## src/rtl/mdu_control_unit.sv

```systemverilog
// Control FSM for a multi-cycle multiply/divide unit: decodes M-extension instructions,
// sequences start/wait/writeback, and handles flush, timeout and illegal encodings.
module mdu_control_unit #(
  parameter int DATA_SIZE = 64,
  parameter int ENABLE_M  = 1,
  parameter int TIMEOUT   = 255
) (
  input  logic       clock,
  input  logic       reset,
  input  logic       id_valid,
  input  logic [6:0] opcode,
  input  logic [2:0] funct3,
  input  logic [6:0] funct7,
  input  logic [4:0] rd,
  input  logic       flush,
  input  logic       mdu_done,
  output logic       mdu_start,
  output logic [2:0] mdu_op,
  output logic       mdu_word,
  output logic       mdu_abort,
  output logic       stall,
  output logic       wb_en,
  output logic [4:0] wb_rd,
  output logic       illegal_instruction,
  output logic       timeout_error
);

  localparam int unsigned CW = $clog2(TIMEOUT + 1);
  localparam logic [CW-1:0] CNT_MAX = CW'(TIMEOUT);

  localparam logic [1:0] S_IDLE  = 2'd0;
  localparam logic [1:0] S_START = 2'd1;
  localparam logic [1:0] S_WAIT  = 2'd2;
  localparam logic [1:0] S_WB    = 2'd3;

  logic [1:0]    state_q, state_d;
  logic [CW-1:0] cnt_q, cnt_d;
  logic [2:0]    op_q, op_d;
  logic          word_q, word_d;
  logic [4:0]    rd_q, rd_d;

  logic is_r, is_rw, m_shaped, m_illegal, req, accept;
  logic start_c, abort_c, stall_c, wb_en_c, to_c;

  always_comb begin
    is_r      = (opcode == 7'b0110011);
    is_rw     = (opcode == 7'b0111011);
    m_shaped  = (is_r || is_rw) && (funct7 == 7'b0000001);
    m_illegal = m_shaped && ((ENABLE_M == 0) ||
                (is_rw && ((DATA_SIZE == 32) ||
                           (funct3 == 3'b001) || (funct3 == 3'b010) || (funct3 == 3'b011))));
    req    = reset && (state_q == S_IDLE) && id_valid && !flush;
    accept = req && m_shaped && !m_illegal;
  end

  always_comb begin
    state_d = state_q;
    cnt_d   = cnt_q;
    op_d    = op_q;
    word_d  = word_q;
    rd_d    = rd_q;
    start_c = 1'b0;
    abort_c = 1'b0;
    stall_c = 1'b0;
    wb_en_c = 1'b0;
    to_c    = 1'b0;
    case (state_q)
      S_IDLE: begin
        if (accept) begin
          op_d    = funct3;
          word_d  = opcode[3];
          rd_d    = rd;
          stall_c = 1'b1;
          state_d = S_START;
        end
      end
      S_START: begin
        start_c = 1'b1;
        stall_c = 1'b1;
        cnt_d   = '0;
        if (flush) begin
          abort_c = 1'b1;
          state_d = S_IDLE;
        end else begin
          state_d = S_WAIT;
        end
      end
      S_WAIT: begin
        stall_c = 1'b1;
        // Priority: flush beats done, done beats timeout.
        if (flush) begin
          abort_c = 1'b1;
          state_d = S_IDLE;
        end else if (mdu_done) begin
          state_d = S_WB;
        end else if (cnt_q == CNT_MAX) begin
          abort_c = 1'b1;
          to_c    = 1'b1;
          state_d = S_IDLE;
        end else begin
          cnt_d = cnt_q + 1'b1;
        end
      end
      default: begin
        wb_en_c = (rd_q != 5'd0) && !flush;
        state_d = S_IDLE;
      end
    endcase
  end

  always_ff @(posedge clock) begin
    if (!reset) begin
      state_q <= S_IDLE;
      cnt_q   <= '0;
      op_q    <= '0;
      word_q  <= 1'b0;
      rd_q    <= '0;
    end else begin
      state_q <= state_d;
      cnt_q   <= cnt_d;
      op_q    <= op_d;
      word_q  <= word_d;
      rd_q    <= rd_d;
    end
  end

  // State-decoded outputs are masked while reset is low so an abandoned
  // operation never produces an abort, timeout or writeback.
  assign mdu_start           = reset && start_c;
  assign mdu_abort           = reset && abort_c;
  assign stall               = reset && stall_c;
  assign wb_en               = reset && wb_en_c;
  assign timeout_error       = reset && to_c;
  assign illegal_instruction = req && m_illegal;
  assign mdu_op              = op_q;
  assign mdu_word            = word_q;
  assign wb_rd               = rd_q;

endmodule

```

## config.mk

```make
export PLATFORM = sky130hd
export DESIGN_NAME = mdu_control_unit
export DESIGN_NICKNAME = d
export VERILOG_FILES = /design/src/rtl/mdu_control_unit.sv
export SDC_FILE = /design/constraint.sdc
export NUM_CORES = 1
export LEC_CHECK = 0
export CAP_MARGIN = 40
export CORE_MARGIN = 5
export CORE_UTILIZATION = 48
export DETAILED_ROUTE_END_ITERATION = 10
export PLACE_DENSITY = 0.84
export SYNTH_ARGS = -nofsm -noshare
export SYNTH_HDL_FRONTEND = slang
export SYNTH_SLANG_ARGS = --single-unit
```

## constraint.sdc

```tcl
create_clock -name clock -period 3.4 [get_ports clock]
set_clock_uncertainty 0.2 [all_clocks]
set_input_delay 0.34 -clock clock [delete_from_list [all_inputs] [get_ports clock]]
set_output_delay 0.34 -clock clock [all_outputs]
set_load 0.02 [all_outputs]
```

### Word-level counts from Yosys, hierarchy flattened

Index checks and enable logic that the tools add are counted.

| word-level totals | value |
|---|---|
| register bits after elaboration | 19 |
| input bits | 27 |
| output and inout port bits | 15 |
| logic and storage cells | 69 |

| cells by class | value |
|---|---|
| reductions and logical operators | 28 |
| equality and inequality tests | 14 |
| mux-type cells | 21 |
| add/sub/neg operators | 1 |

Operator list:

| operator | number |
|---|---|
| two-way mux 8 bit | 3 |
| case mux 8 bit (2 select lines) | 1 |
| logical AND 1 bit | 15 |
| == test 7 x 6 -> 1 bit (second input constant) | 2 |
| two-way mux 2 bit | 5 |
| two-way mux 1 bit | 9 |
| adder 8 x 1 -> 8 bit (second input constant) | 1 |
| == test 8 bit (second input constant) | 1 |
| inequality test 2 bit (second input constant) | 4 |
| == test 7 x 1 -> 1 bit (second input constant) | 1 |
| == test 3 x 2 -> 1 bit (second input constant) | 2 |
| case mux 2 bit (3 select lines) | 1 |
| nonzero test 5 bit | 1 |
| inequality test 4 bit (second input constant) | 1 |
| case mux 1 bit (2 select lines) | 2 |
| AND reduction 2 bit | 2 |
| AND reduction 4 bit | 1 |
| == test 3 x 1 -> 1 bit (second input constant) | 1 |
| logical OR 1 bit | 3 |
| OR reduction 3 bit | 1 |
| == test 2 x 1 -> 1 bit (second input constant) | 1 |
| == test 2 bit (second input constant) | 1 |
| logical NOT 1 bit | 2 |
| logical NOT 2 bit | 1 |
| other kinds (2) | 2 |

### Logic depth before layout (Yosys ltp)

Gate-level depths: netlist (run 1).

| logic depth | value |
|---|---|
| word-level depth | 10 |
| gate-level depth with buffers | 7 |
| depth with buffers taken out | 6 |

### Least setup slack after synthesis (run 1)

No wires, ideal clock.

| timing | value |
|---|---|
| kind | input port to output port |
| start | input port opcode[6] |
| end | output port illegal_instruction |
| data required time | 2.860 ns |
| buffers on the path | 1 |
| stages | 4 |
| setup slack | 0.876 ns |
| arrival | 1.984 ns |
| cells stage by stage | or4_1 -> or4_1 -> buf_6 -> nor4b_2 |

| between the ends | value |
|---|---|
| cells in the longest elaborated chain, start to end | 5 |
| elaborated cells on any way between the ends | 7 |

Ends and longest elaborated chain:

| item | line | RTL |
|---|---|---|
| start, declared | 11 | `input logic [6:0] opcode,` |
| == test 7 x 6 -> 1 bit, on equally long branches | 46, 47 |  |
| logical OR 1 bit | 48 | `m_shaped = (is_r \|\| is_rw) && (funct7 == 7'b0000001);` |
| logical AND 1 bit | 48 |  |
| logical AND 1 bit * | 49 | `m_illegal = m_shaped && ((ENABLE_M == 0) \|\|` |
| logical AND 1 bit * | 134 | `assign illegal_instruction = req && m_illegal;` |
| end, declared | 24 | `output logic illegal_instruction,` |

Every way passes the cells marked *; elsewhere a longest branch is shown, timed or not.

### Worst setup path after layout (run 1)

Ends and elaborated chain as after synthesis.

==> impl_metrics.py, run 1 <==
metrics = {
    "status": {
        "status": "completed",
    },
    "synth": {
        "ys_top_cells_by_area": "dfxtp_1 (31%), nand3_1 (6.6%), ha_1 (6.2%), o21ai_1 (6.2%), a21oi_1 (5.8%)",
        "synth_cells": 153,
        "netlist.top_cell.by_area": "dfxtp_1",
        "synth_flop_cell": "dfxtp_1",
        "syn_area_mm2": 0.001210,
        "ys_types": 36,
        "synthArstFlopShare_pct": 0,
        "yosys.cell_count.top_type": "dfxtp_1",
        "synth_common_cells": "dfxtp_1 (19), nand3_1 (16), o21ai_1 (15), a21oi_1 (14), nand2_1 (9)",
        "syn_nets": 186,
        "yosysWarningCount": 0,
        "synth_edf_count": 0,
        "syn_avg_cell_area_um2": 7.908,
        "synth_top_area_share_pct": 31.44,
        "synth-seq-area-share_pct": 31.44,
        "synth_seq_cells": 19,
    },
    "critical_path": {
        "worst_r2r_startpoint": "cnt_q[0]",
        "ff2ff_setup_slack_ns": 1.07,
        "critPathLaunchType": "input pin",
        "cp_slowest_stage_delay_ns": 0.64,
        "crit_chain": "clkdlybuf4s50_1 > or4_1 > or4_1 > nor4b_2 > clkdlybuf4s50_1",
        "crit_slowest_cell": "clkdlybuf4s50_1",
        "crit_buf_inv": 2,
        "critPathMaxFanout": 2,
        "endpoint_kind": "output port",
        "required_ns": 2.86,
        "critPathTopFamily": "simple AND/OR/NAND/NOR gates",
        "crit_type": "in -> out",
        "critPathArrivalTime_ns": 2.71,
        "critPathLaunch": "opcode[6]",
    },
    "die": {
        "io-pin-count": 42,
        "initial_core_util_pct": 49.29,
        "die_area_mm2": 0.003625,
        "core.rowCount": 18,
        "core-area_mm2": 0.002455,
        "fp.dieH_um": 60.21,
        "fp.dieW_um": 60.21,
    },
    "global_route": {
        "met3_usage_pct": 5.832,
        "grt_max_degree": 17,
        "grt_pass1_vias": 1300,
        "use_met1_pct": 24.35,
        "track_usage_pct": 20.38,
        "busiest_layer": "met2",
        "grt_antenna_before_repair": 0,
        "gr-total-overflow": 0,
        "grt_pass1_wl_um": 5747,
        "met2_usage_pct": 36.42,
    },
    "drt": {
        "drc": 0,
        "wl_per_cell_um": 15.73,
        "vias": 1396,
        "initialDrtViolationCount": 52,
        "wl_um": 3556,
        "antenna_left": 0,
        "via_per_inst": 6.177,
        "first_pass_iters": 4,
    },
    "sta": {
        "tightest_slew_ns": 0.6354,
        "finalCritPeriodShare_pct": 95.71,
        "hold_violations": 0,
        "slew_headroom_pct": 57.36,
        "drv_slew": 0,
        "rsz0062_at_grt": "no",
        "setup_violations": 0,
        "finalCriticalPeriod_ns": 3.254,
        "max_freq_ghz": 0.3073,
        "fin_setup_tns_ns": 0,
    },
    "final_layout": {
        "register_area_um2": 380.4,
        "n_antenna_cell": 0,
        "stdcell_count": 226,
        "area_growth_pct": 39.30,
        "n_fill_cell": 192,
        "nets": 230,
        "multi_input_area_um2": 763.2,
        "drive_above_1_share_pct": 6.122,
    },
    "clock_tree": {
        "cts_setup_buffers": 0,
        "clk_latency_ns": 0.29,
        "htree_num_levels": 1,
        "cts_num_sinks": 19,
        "ctsResizeCount": 0,
        "ctsLongestPathBuffers": 2,
        "cts_tree": "yes",
        "path_clk_slew_ns": 0.10,
        "numCtsBuffers": 3,
        "clock-root-buffer": "clkbuf_4",
        "hold_buffers": 0,
    },
    "hold_path": {
        "min_path_type": "reg -> reg",
        "hp-start": "cnt_q[1]",
    },
    "placed_design": {
        "gp_congestion": 0.8478,
        "dp_cells": 222,
        "io_buffers": 41,
        "dp_hpwl_um": 2723,
    },
    "pwr": {
        "p_leak_nw": 0.5421,
        "power.total_mw": 0.3867,
        "irDropWorstVdd_mv": 0.2955,
        "p_per_area_mw_per_mm2": 229.4,
    },
    "job": {
        "maxCapViolCount": 0,
    },
}
-- worst min-delay path, stage by stage, from the launching register on --
cell and delay [ns]:
dfxtp_1 0.33, inv_1 0.05, o21ai_1 0.06
-- flip-flops by register name, indices dropped and copies added, names as in the netlist --
register  flops
mdu_word      1
mdu_op        3
state_q       2
cnt_q         8
wb_rd         5
-- through the flow --
step / utilization [%] / instance area, µm² / setup WS [ns] / hold slack, ns
2_1_floorplan: - / 1210 / 0.8757 / 0.2449
3_3_place_gp: 67.58 / 1659 / 0.1630 / 0.2587
3_5_place_dp: 67.58 / 1659 / 0.1478 / 0.2601
4_1_cts: 68.65 / 1685 / 0.1352 / 0.2793
5_1_grt: 68.65 / 1685 / 0.02734 / 0.3127
6_report: 68.65 / 1685 / 0.1457 / 0.2779
-- where the power goes --
group          internal [mW]  total, mW  switching, mW
Sequential             0.222      0.222     0.00000135
Combinational         0.0333     0.0554         0.0221
Clock                 0.0456      0.109         0.0633
-- layout make-up --
| cell class | count | share of cell area, % |
|---|---|---|
| multi-input combinational | 119 | 45.29 |
| timing repair buffer | 46 | 26.58 |
| sequential | 19 | 22.57 |
| tap | 30 | 2.227 |
| inverter | 8 | 1.782 |
| clock buffer | 4 | 1.559 |
-- per-layer routing --
layer  up-vias  share of wire [%]
li1        676                  -
met1       651                 41
met2        65                 48
met3         4                 10
met4         0               0.65
met5         -                  0
-- cell families after synthesis --
| group | synth area share [%] |
|---|---|
| compound gates | 24.41 |
| fa+ha+maj | 6.205 |
| buf+inv | 5.481 |
| flops | 31.44 |
| mux | 0.8273 |
| simple gates | 31.64 |
-- placed cells by master, fill, tap and decap left out, types with 3 or more instances in the layout --
master and count:
clkdlybuf4s50_1 41, dfxtp_1 19, nand3_1 16, o21ai_1 15, a21oi_1 14, nand2_1 9, inv_1 8, nand4_1 6
ha_1 6, nand2b_1 5, buf_4 5, and2_1 4, nor3_1 4, or4_1 3, nor3b_1 3, o21ai_0 3
o2111ai_1 3, a311oi_1 3, clkbuf_4 3
-- final timing paths --
kind	endpoint	depth (start not counted)
max reg2reg	cnt_q[2]	5
min reg2reg	cnt_q[1]	2
max	illegal_instruction	5
min	cnt_q[1]	2
Note: power is estimated with default switching activity, not from simulation.
==> inputs of run 2 (changes only) <==
Settings changed: CTS_CLUSTER_SIZE set to 30.
==> results of run 2 <==
The final DEF is identical to that of run 1; final timing and power are the same.
==> inputs of run 3 (changes only) <==
Settings changed: CTS_CLUSTER_DIAMETER set to 50.
==> results of run 3 <==
The final DEF is identical to that of run 1; final timing and power are the same.
